[config.mk]
export PLATFORM = sky130hd
export DESIGN_NAME = fwperiph_dma_wb_ctrl
export DESIGN_NICKNAME = d
export VERILOG_FILES = /design/src/rtl/fwperiph_dma_wb_ctrl.sv
export SDC_FILE = /design/constraint.sdc
export NUM_CORES = 2
export LEC_CHECK = 0
export ABC_AREA = 1
export BUFFER_PORTS_ARGS = -buffer_cell sky130_fd_sc_hd__clkbuf_2
export CORE_ASPECT_RATIO = 0.7
export CORE_MARGIN = 4
export CORE_UTILIZATION = 55
export CTS_BUF_LIST = sky130_fd_sc_hd__clkbuf_16
export CTS_CLUSTER_DIAMETER = 40
export DETAILED_ROUTE_END_ITERATION = 6
export PLACE_DENSITY_LB_ADDON = 0.15
export SYNTH_ARGS = -nofsm -noshare
export SYNTH_HDL_FRONTEND = slang
export SYNTH_SLANG_ARGS = --single-unit
export TNS_END_PERCENT = 10
[constraint.sdc]
create_clock -name clock -period 74.3 [get_ports clock]
set_input_delay 11.145 -clock clock [delete_from_list [all_inputs] [get_ports clock]]
set_output_delay 11.145 -clock clock [all_outputs]
set_load 0.02 [all_outputs]
[src/rtl/fwperiph_dma_wb_ctrl.sv]
// rtl/fwperiph_dma_wb_ctrl.sv - Four-channel Wishbone DMA controller sharing one word-transfer engine
// Optional macro FWPERIPH_DMA_DBG_EN maps {active channel, engine state} into DBG (0x14).
module fwperiph_dma_wb_ctrl #(
    parameter int         ch_count = 4,
    parameter logic [3:0] ch0_conf = 4'hF,
    parameter logic [3:0] ch1_conf = 4'hF,
    parameter logic [3:0] ch2_conf = 4'hF,
    parameter logic [3:0] ch3_conf = 4'hF
) (
    input  logic        clock,
    input  logic        reset,
    input  logic [31:0] rt_adr,
    input  logic [31:0] rt_dat_w,
    output logic [31:0] rt_dat_r,
    input  logic        rt_cyc,
    input  logic        rt_stb,
    input  logic        rt_we,
    input  logic [3:0]  rt_sel,
    output logic        rt_ack,
    output logic        rt_err,
    output logic [31:0] i0_adr,
    output logic [31:0] i0_dat_w,
    input  logic [31:0] i0_dat_r,
    output logic        i0_cyc,
    output logic        i0_stb,
    output logic        i0_we,
    output logic [3:0]  i0_sel,
    input  logic        i0_ack,
    input  logic        i0_err,
    output logic [31:0] i1_adr,
    output logic [31:0] i1_dat_w,
    input  logic [31:0] i1_dat_r,
    output logic        i1_cyc,
    output logic        i1_stb,
    output logic        i1_we,
    output logic [3:0]  i1_sel,
    input  logic        i1_ack,
    input  logic        i1_err,
    input  logic [3:0]  dma_req_i,
    output logic [3:0]  dma_ack_o,
    input  logic [3:0]  dma_nd_i,
    input  logic [3:0]  dma_rest_i,
    output logic        inta_o,
    output logic        intb_o
);
    typedef enum logic [2:0] {IDLE = 3'd0, RD = 3'd1, GAP = 3'd2, WR = 3'd3, NEXT = 3'd4} state_t;

    state_t      state;
    logic [1:0]  act, win, rch;
    logic        any, hit, ch_hit, csr_en, bus_cyc, bus_we, bus_if, bus_ack, bus_err, nd_eff;
    logic [31:0] bus_adr, data_q, rdata, dbg, bus_rdat;
    logic [8:0]  chunk_cnt;
    logic [3:0]  msk_a, msk_b, int_src, done, err_f, nd_seen, ch_ok, elig, busy;
    logic [3:0]  conf_v [4];
    logic [7:0]  ctl [4];
    logic [7:0]  csr_mask [4];
    logic [11:0] sz_tot [4], sh_tot [4], rem [4];
    logic [8:0]  sz_chunk [4], sh_chunk [4];
    logic [31:0] src [4], dst [4], sh_src [4], sh_dst [4], cur_src [4], cur_dst [4];
    logic        unused;

    assign conf_v = '{ch0_conf, ch1_conf, ch2_conf, ch3_conf};

    // CIRC and ARS bits only stick when the channel configuration allows them
    for (genvar g = 0; g < 4; g++) begin : g_ch
        assign ch_ok[g]    = (g < ch_count) && conf_v[g][0];
        assign csr_mask[g] = {conf_v[g][3], 2'b11, conf_v[g][1], 4'hF};
        assign elig[g]     = ch_ok[g] && ctl[g][0] && csr_en && (rem[g] != 12'd0)
                             && (!ctl[g][3] || dma_req_i[g]);
        assign busy[g]     = (state != IDLE) && (act == g);
    end

    always_comb begin
        win = 2'd0;
        any = 1'b0;
        for (int i = 3; i >= 0; i--) begin
            if (elig[i]) begin
                win = 2'(i);
                any = 1'b1;
            end
        end
    end

    assign hit    = rt_cyc && rt_stb && !rt_ack;
    assign rch    = 2'(rt_adr[7:5] - 3'd1);
    assign ch_hit = (rt_adr[31:8] == 24'd0) && (rt_adr[7:5] != 3'd0) && (rt_adr[7:5] <= 3'd4) && ch_ok[rch];
    assign nd_eff = nd_seen[act] || (dma_nd_i[act] && conf_v[act][2]);

`ifdef FWPERIPH_DMA_DBG_EN
    assign dbg = {26'd0, act, 1'b0, state};
`else
    assign dbg = 32'd0;
`endif

    always_comb begin
        rdata = 32'd0;
        if (ch_hit) begin
            case (rt_adr[4:2])
                3'd0:    rdata = {21'd0, busy[rch], err_f[rch], done[rch], ctl[rch]};
                3'd1:    rdata = {7'd0, sz_chunk[rch], 4'd0, sz_tot[rch]};
                3'd2:    rdata = src[rch];
                3'd3:    rdata = dst[rch];
                default: rdata = 32'd0;
            endcase
        end else if (rt_adr[31:8] == 24'd0) begin
            case (rt_adr[7:0])
                8'h00:   rdata = {31'd0, csr_en};
                8'h04:   rdata = {28'd0, msk_a};
                8'h08:   rdata = {28'd0, msk_b};
                8'h0C:   rdata = {28'd0, int_src};
                8'h14:   rdata = dbg;
                default: rdata = 32'd0;
            endcase
        end
    end

    assign bus_ack  = bus_if ? i1_ack : i0_ack;
    assign bus_err  = bus_if ? i1_err : i0_err;
    assign bus_rdat = bus_if ? i1_dat_r : i0_dat_r;

    always_ff @(posedge clock or posedge reset) begin
        if (reset) begin
            state <= IDLE;      act <= 2'd0;       chunk_cnt <= 9'd0;
            bus_cyc <= 1'b0;    bus_we <= 1'b0;    bus_if <= 1'b0;
            bus_adr <= 32'd0;   data_q <= 32'd0;
            rt_ack <= 1'b0;     rt_dat_r <= 32'd0; csr_en <= 1'b0;
            msk_a <= 4'd0;      msk_b <= 4'd0;     int_src <= 4'd0;
            inta_o <= 1'b0;     intb_o <= 1'b0;    dma_ack_o <= 4'd0;
            done <= 4'd0;       err_f <= 4'd0;     nd_seen <= 4'd0;
            for (int i = 0; i < 4; i++) begin
                ctl[i] <= 8'd0;     sz_tot[i] <= 12'd0;  sz_chunk[i] <= 9'd0;
                src[i] <= 32'd0;    dst[i] <= 32'd0;     sh_tot[i] <= 12'd0;
                sh_chunk[i] <= 9'd0; sh_src[i] <= 32'd0; sh_dst[i] <= 32'd0;
                rem[i] <= 12'd0;    cur_src[i] <= 32'd0; cur_dst[i] <= 32'd0;
            end
        end else begin
            rt_ack    <= hit;
            dma_ack_o <= 4'd0;
            inta_o    <= |(int_src & msk_a);
            intb_o    <= |(int_src & msk_b);
            if (hit) rt_dat_r <= rdata;

            if (hit && rt_we) begin
                if (ch_hit) begin
                    case (rt_adr[4:2])
                        3'd0: begin
                            ctl[rch] <= rt_dat_w[7:0] & csr_mask[rch];
                            if (rt_dat_w[0]) begin
                                done[rch] <= 1'b0;          err_f[rch] <= 1'b0;
                                sh_tot[rch] <= sz_tot[rch]; sh_chunk[rch] <= sz_chunk[rch];
                                sh_src[rch] <= src[rch];    sh_dst[rch] <= dst[rch];
                                rem[rch] <= sz_tot[rch];    cur_src[rch] <= src[rch];
                                cur_dst[rch] <= dst[rch];
                            end
                        end
                        3'd1: begin
                            sz_tot[rch]   <= rt_dat_w[11:0];
                            sz_chunk[rch] <= rt_dat_w[24:16];
                        end
                        3'd2:    src[rch] <= {rt_dat_w[31:2], 2'b00};
                        3'd3:    dst[rch] <= {rt_dat_w[31:2], 2'b00};
                        default: ;
                    endcase
                end else if (rt_adr[31:8] == 24'd0) begin
                    case (rt_adr[7:0])
                        8'h00:   csr_en <= rt_dat_w[0];
                        8'h04:   msk_a <= rt_dat_w[3:0];
                        8'h08:   msk_b <= rt_dat_w[3:0];
                        8'h0C:   int_src <= int_src & ~rt_dat_w[3:0];
                        default: ;
                    endcase
                end
            end

            for (int i = 0; i < 4; i++) begin
                if (dma_rest_i[i] && ch_ok[i] && !busy[i]) begin
                    ctl[i][0] <= 1'b1;       rem[i] <= sh_tot[i];
                    cur_src[i] <= sh_src[i]; cur_dst[i] <= sh_dst[i];
                end
                if (busy[i] && dma_nd_i[i] && conf_v[i][2]) nd_seen[i] <= 1'b1;
            end

            // Engine updates come last so they win over a colliding register write
            if ((state == RD || state == WR) && bus_err) begin
                bus_cyc <= 1'b0;      bus_we <= 1'b0;
                err_f[act] <= 1'b1;   int_src[act] <= 1'b1;
                ctl[act][0] <= 1'b0;  state <= IDLE;
            end else begin
                case (state)
                    IDLE: if (any) begin
                        act <= win;
                        chunk_cnt <= (sh_chunk[win] == 9'd0) ? 9'd1 : sh_chunk[win];
                        nd_seen[win] <= 1'b0;
                        bus_cyc <= 1'b1;  bus_we <= 1'b0;
                        bus_if <= ctl[win][1];  bus_adr <= cur_src[win];
                        state <= RD;
                    end
                    RD: if (bus_ack) begin
                        data_q <= bus_rdat;  bus_cyc <= 1'b0;  state <= GAP;
                    end
                    GAP: begin
                        bus_cyc <= 1'b1;  bus_we <= 1'b1;
                        bus_if <= ctl[act][2];  bus_adr <= cur_dst[act];
                        state <= WR;
                    end
                    WR: if (bus_ack) begin
                        bus_cyc <= 1'b0;  bus_we <= 1'b0;  state <= NEXT;
                    end
                    NEXT: begin
                        if (ctl[act][5]) cur_src[act] <= cur_src[act] + 32'd4;
                        if (ctl[act][6]) cur_dst[act] <= cur_dst[act] + 32'd4;
                        rem[act]  <= rem[act] - 12'd1;
                        chunk_cnt <= chunk_cnt - 9'd1;
                        if (!ctl[act][0]) begin
                            state <= IDLE;
                        end else if (rem[act] == 12'd1 || chunk_cnt == 9'd1 || nd_eff) begin
                            state <= IDLE;
                            if (ctl[act][3]) dma_ack_o[act] <= 1'b1;
                            if (nd_eff) begin
                                done[act] <= 1'b1;  int_src[act] <= 1'b1;  ctl[act][0] <= 1'b0;
                            end else if (rem[act] == 12'd1) begin
                                done[act] <= 1'b1;  int_src[act] <= 1'b1;
                                if (ctl[act][7] || ctl[act][4]) begin
                                    rem[act] <= sh_tot[act];
                                    cur_src[act] <= sh_src[act];
                                    cur_dst[act] <= sh_dst[act];
                                end else begin
                                    ctl[act][0] <= 1'b0;
                                end
                            end
                        end else begin
                            bus_cyc <= 1'b1;  bus_we <= 1'b0;  bus_if <= ctl[act][1];
                            bus_adr <= ctl[act][5] ? cur_src[act] + 32'd4 : cur_src[act];
                            state <= RD;
                        end
                    end
                    default: state <= IDLE;
                endcase
            end
        end
    end

    assign rt_err   = 1'b0;
    assign i0_cyc   = bus_cyc && !bus_if;
    assign i0_stb   = bus_cyc && !bus_if;
    assign i0_we    = bus_we && !bus_if;
    assign i0_adr   = bus_adr;
    assign i0_dat_w = data_q;
    assign i0_sel   = 4'hF;
    assign i1_cyc   = bus_cyc && bus_if;
    assign i1_stb   = bus_cyc && bus_if;
    assign i1_we    = bus_we && bus_if;
    assign i1_adr   = bus_adr;
    assign i1_dat_w = data_q;
    assign i1_sel   = 4'hF;
    assign unused   = ^{rt_sel, rt_adr[1:0], rt_dat_w[15:12]};
endmodule

**Yosys cells after proc, flatten, opt, wreduce, memory -nomap -nowiden**

Index checks and enable logic that the tools add are counted.

- Register bits: 1161
- Bits of input ports: 153
- Output and inout port bits: 182

- Mux-type cells: 248
- Magnitude comparators: 12
- Bitwise operators: 20
- Add/subtract/negate cells: 5
- Equal/unequal tests: 24
- Reduce and logical (&&, ||, !) cells: 93

Operators with widths:

| kind | number |
|---|---|
| $mux W128 | 28 |
| $bwmux W128 | 10 |
| $mux W32 | 40 |
| $mux W48 | 11 |
| $bmux W32 S2 | 7 |
| $bwmux W48 | 5 |
| $mux W12 | 12 |
| $mux W4 | 34 |
| $demux W32 S2 | 2 |
| $pmux W32 S4 | 1 |
| $pmux W32 S3 | 1 |
| $bmux W12 S2 | 3 |
| $bwmux W36 | 2 |
| $add A32 B3 Y32 const B | 2 |
| $bmux W8 S2 | 4 |
| $mux W9 | 7 |
| $mux W8 | 7 |
| $demux W12 S2 | 2 |
| $reduce_bool A12 Y1 | 4 |
| $logic_and A1 B1 Y1 | 41 |
| $mux W1 | 38 |
| $bmux W9 S2 | 2 |
| $and A32 B32 Y32 | 1 |
| $bwmux W32 | 1 |
| other kinds (55) | 137 |

**Logic depth before layout (Yosys ltp)**

- Word-level depth: 24
- Depth in mapped cells: 22
- Mapped depth without buffers: 20

**Worst setup path before layout**

No wires, ideal clock.

- Kind: input -> register
- Start point: input rt_adr[5]
- End point: register cur_src[47] (netlist name)
- Arrival: 14045 ps
- Slack: 60169 ps
- Data required time: 74213 ps
- Stages: 16
- Path buffers: 5
- Path through: inv_2 -> clkbuf_1 -> clkbuf_1 -> ha_1 -> clkbuf_1 -> xnor2_1 -> nand2_1 -> nor2_2 -> nand3_1 -> nor2_1 -> clkbuf_1 -> clkbuf_1 -> nand2_1 -> o211ai_1 -> nand2_1 -> o211ai_1

- Cells in the longest elaborated chain, start to end: 24
- Elaborated cells between the ends (all ways): 35
- Those cells by class: add/sub: 1; order compare: 3; mux: 25; bitwise: 1; reduce/logical: 5

RTL lines:

| item | RTL line | text |
|---|---|---|
| start, declared | 12 | `input logic [31:0] rt_adr,` |
| $sub A2 B1 Y2 | 85 | `assign rch = 2'(rt_adr[7:5] - 3'd1);` |
| $not A2 Y3 (implied by the code) | 152 | `rem[rch] <= sz_tot[rch]; cur_src[rch] <= src[rch];` |
| $ge A3 B3 Y1 (implied by the code) / $lt A3 B1 Y1 (equally long branches) | 152 |  |
| $logic_and A1 B1 Y1 (implied by the code) | 152 |  |
| $mux W32 (implied by the code) | 152 |  |
| $demux W32 S2 | 152 |  |
| $bwmux W128 | 152 |  |
| $mux W128 | 148 | `if (rt_dat_w[0]) begin` |
| [... 8 more ...] | -- |  |
| $bwmux W128 | 225 | `cur_src[act] <= sh_src[act];` |
| $mux W128 | 223 | `if (ctl[act][7] \|\| ctl[act][4]) begin` |
| $mux W128 | 221 | `end else if (rem[act] == 12'd1) begin` |
| $mux W128 | 219 | `if (nd_eff) begin` |
| $mux W128 | 216 | `end else if (rem[act] == 12'd1 \|\| chunk_cnt == 9'd1 \|\| nd_eff) begin` |
| $mux W128 | 214 | `if (!ctl[act][0]) begin` |
| $mux W128 | 189 | `case (state)` |
| $mux W128 * | 184 | `if ((state == RD \|\| state == WR) && bus_err) begin` |
| end signal, assigned by index | 178 | `cur_src[i] <= sh_src[i]; cur_dst[i] <= sh_dst[i];` |
| end signal, assigned by index | 210 | `if (ctl[act][5]) cur_src[act] <= cur_src[act] + 32'd4;` |
| end signal, assigned by index | 225 |  |
| end, declared | 59 | `logic [31:0] src [4], dst [4], sh_src [4], sh_dst [4], cur_src [4], cur_dst [4];` |

Mark *: on every way between the ends. The rest lies on a longest branch, timed or not. The select of a mux whose other input is x is not followed.
A chain may end at the register's enable or synchronous reset.

**Worst setup path after layout**

- Start point: input rt_adr[5]
- End point: register cur_dst[72] (netlist name)

- Cells in the longest elaborated chain, start to end: 24
- Elaborated cells between the ends (all ways): 35
- Those cells by class: add/sub: 1; order compare: 3; mux: 25; bitwise: 1; reduce/logical: 5

RTL lines:

| item | RTL line | text |
|---|---|---|
| $sub A2 B1 Y2 | 85 |  |
| $not A2 Y3 (implied by the code) | 153 | `cur_dst[rch] <= dst[rch];` |
| $ge A3 B3 Y1 (implied by the code) / $lt A3 B1 Y1 (equally long branches) | 153 |  |
| $logic_and A1 B1 Y1 (implied by the code) | 153 |  |
| $mux W32 (implied by the code) | 153 |  |
| $demux W32 S2 | 153 |  |
| $bwmux W128 | 153 |  |
| $mux W128 | 148 |  |
| [... 8 more ...] | -- |  |
| $bwmux W128 | 226 | `cur_dst[act] <= sh_dst[act];` |
| $mux W128 | 223 |  |
| $mux W128 | 221 |  |
| $mux W128 | 219 |  |
| $mux W128 | 216 |  |
| $mux W128 | 214 |  |
| $mux W128 | 189 |  |
| $mux W128 * | 184 |  |
| end signal, assigned by index | 178 |  |
| end signal, assigned by index | 211 | `if (ctl[act][6]) cur_dst[act] <= cur_dst[act] + 32'd4;` |
| end signal, assigned by index | 226 |  |
| end, declared | 59 |  |

Marked as above.

==> flow_summary.json <==
{
  "num_vias": 63570,
  "synth-edff-count": 0,
  "yosys_warnings": 0,
  "clock-sinks": 1129,
  "regToRegSetupSlack_ns": 67.84,
  "p_per_area_nw_per_um2": 34.02,
  "cts_buffer_depth": 3,
  "insertion_delay_ns": 0.79,
  "ctsHoldBuffers": 0,
  "die_y_um": 288.2,
  "crit_fanout": 81,
  "synth_cells": 8501,
  "reg2reg_from": "act[0]$_DFFE_PP0P_",
  "slowest_delay_ns": 0.79,
  "cts_buffers": 145,
  "fin_crit_sh_pct": 22.43,
  "hp-class": "flip-flop to flip-flop",
  "grt_start_max_net_pins": 163,
  "fp-row-count": 102,
  "cp-start-kind": "input pin",
  "antenna_left": 0,
  "die_area_um2": 117700,
  "holdPathEnd": "dst[40]$_DFFE_PP0P_",
  "violations": "design-rule violations",
  "synth.top_cells.by_area": "dfrtp_1 (46%), nand2_1 (17%), o21ai_0 (8.6%)",
  "floorplan.initialDensity_pct": 55.63,
  "worst_pin_slew_ns": 1.442,
  "post_cts_buffers": 0,
  "boundaryPins": 335,
  "synth_cell_type_count": 55,
  "critPathCaptureType": "flip-flop",
  "p_total_mw": 2.336,
  "outcome": "finished with violations",
  "max_cap_viol_count": 0,
  "hold-path-cell-count": 2,
  "clk_pin_slew_ns": 0.06,
  "gr-usage-all-layers_pct": 41.36,
  "htree_levels": 4,
  "seq_power_share_pct": 30.9,
  "synth_top_cell_by_area": "dfrtp_1",
  "crit_path_top_delay_cell": "nand3_1",
  "drt-initial-drc-count": 10180,
  "route.detailed.drc": 7,
  "synthArstFlopShare_pct": 100.0,
  "gp_congestion": 1.024,
  "reg2reg_depth": 19,
  "finalSetupViolCount": 0,
  "peakVddDrop_v": 0.00003021,
  "timing.rr.end": "cur_src[99]$_DFF_PP0_",
  "hpwlAfterDp_um": 157600,
  "postLayoutCellArea_um2": 68680,
  "min_period_ns": 16.66,
  "syn_to_final_growth_pct": 11.31,
  "max_freq_mhz": 60.01,
  "drt-total-wl_um": 249600,
  "syn_area_per_cell_um2": 7.258,
  "yosysMostFrequentCell": "nand2_1",
  "viasPerCell": 6.314,
  "grt_pass1_wl_um": 369500,
  "synthFlopType": "dfrtp_1",
  "die_w_um": 408.3,
  "nNetsFinal": 8654,
  "ctsResizeCount": 0,
  "internal_power_mw": 1.330,
  "yosys_register_bits": 1129,
  "fill_cells": 9934,
  "power_frac_comb_pct": 37.6,
  "critical_path_arrival_ns": 17.38,
  "holdCritStartpoint": "dst[40]$_DFFE_PP0P_",
  "required_ns": 75.02,
  "gr-total-overflow": 0,
  "netSwitchingFraction_pct": 43.06,
  "clock_skew_ns": 0.03620,
  "synth_area_um2": 61700,
  "p_leak_nw": 32.25,
  "firstDrtPassIters": 7,
  "synth_top_area_share_pct": 45.79,
  "report.final.slew_viol_count": 0,
  "cts_root_buf": "clkbuf_16",
  "holdWs_ns": 0.4804,
  "hold_viol_final": 0,
  "drive_above_1_share_pct": 9.155,
  "grt_pass1_vias": 58080,
  "switching_power_mw": 1.006,
  "port_buffers": 321,
  "core_area_um2": 110900,
  "grt_antenna_before_repair": 6,
  "ys_seq_area_share_pct": 45.79,
  "setup_tns_ns": 0,
  "rsz0062_at_grt": "no",
  "crit_type": "input pin to flip-flop",
  "place_area_um2": 63700,
  "cts_tree": "yes",
  "crit_path_cell_trace": "buf_6 > inv_4 > ha_2 > xnor2_1 > nand2_1 > nor2_2 > nand3_1 > nor2_4 > buf_4 > buf_4 > nand2_1 > o21ai_0 > a21oi_1 > o21bai_1",
  "ys_top_cells_by_count": "nand2_1 (2823), dfrtp_1 (1129), o21ai_0 (1063)",
  "relSlewSlack_pct": 3.852,
  "post_drt_wl_per_cell_um": 24.79,
  "pwr-share-clk_pct": 31.5
}
## critical path, delay by kind of cell
| family | cells | cell delay, ns |
|---|---|---|
| simple gates | 5 | 2.59 |
| buf+inv | 4 | 2.31 |
| compound gates | 3 | 0.49 |
| xor+xnor | 1 | 0.32 |
| fa+ha+maj | 1 | 0.39 |
## power by group through the flow
stage / Combinational, mW / Sequential [mW] / Clock [mW]
CTS: 0.835 / 0.720 / 0.738
floorplan: 0.533 / 0.735 / 0
global placement: 0.821 / 0.728 / 0
global route: 0.925 / 0.727 / 0.766
detailed placement: 0.830 / 0.730 / 0
finish: 0.878 / 0.722 / 0.737
## metrics by stage
stage / util [%] / setup slack [ns] / cells
after global placement: 57.44 / 57.29 / 9800
after floorplan: - / 31.36 / 8508
final: 61.93 / 57.64 / 10070
after CTS: 61.92 / 57.99 / 10060
after global routing: 61.92 / 57.41 / 10060
after detailed placement: 57.44 / 57.22 / 9800
## cell usage in the layout (no fill, tap or decap), drive strengths merged, types with 20 or more instances in the layout
master  count
o21a       33
nand2    2837
nand3     372
nor3       82
a22o       20
or2        20
nand4      53
a32oi      37
a21oi     237
bufinv     20
xor2       32
nor2      630
o221ai     27
inv       719
o22ai     161
o21ai    1107
o211ai    270
clkinv     53
dfrtp    1129
buf       119
a22oi      35
clkbuf    472
## final cells by class
cell class	count	area, um^2	area share, %
clock inverters	111	1160	1.689
diodes	5	12.51	0.01822
multi-input cells	6081	28440	41.41
well taps	1456	1822	2.653
clock buffers	152	3804	5.538
repair buffers	439	2549	3.711
inverters	695	2638	3.840
flip-flops and latches	1129	28250	41.14
## flip-flops by register name (all words and copies together) (netlist names), 36 cells and up
signal,count
sh_dst,120
cur_dst,128
dst,120
rem,48
cur_src,128
sz_tot,48
src,120
sz_chunk,36
sh_chunk,36
sh_src,120
sh_tot,48
## worst max-delay path by stage
stage,to,slack (ns),depth (start not counted),from
after CTS,cur_dst[95]$_DFF_PP0_,57.99,14,rt_adr[5]
after global placement,cur_dst[72]$_DFF_PP0_,57.29,14,rt_adr[5]
after floorplan,act[0]$_DFFE_PP0P_,31.36,1,reset
after global routing,cur_dst[72]$_DFF_PP0_,57.41,14,rt_adr[5]
final,cur_dst[72]$_DFF_PP0_,57.64,14,rt_adr[5]
after detailed placement,cur_dst[72]$_DFF_PP0_,57.22,14,rt_adr[5]
## cells by family after synthesis
kind of cell	after synthesis	synth area share, %
muxes	2	0.03447
adders and majority gates	10	0.2028
other	2	0.01217
buffers and inverters	1298	8.529
DFF	1129	45.79
AOI/OAI and AO/OA	1996	18.80
and+or+nand+nor	4020	26.01
xor gates and xnor gates	44	0.6246
## routing by layer
layer  global-route usage, %  vias up  wire, um
met1                   57.28    30000     96430
met3                   12.73      966     36720
li1                        -    27860         -
met5                       0        -        27
met4                   24.83        4     17440
met2                   56.99     4735     98960
Note: power is estimated with default switching activity, not from simulation.
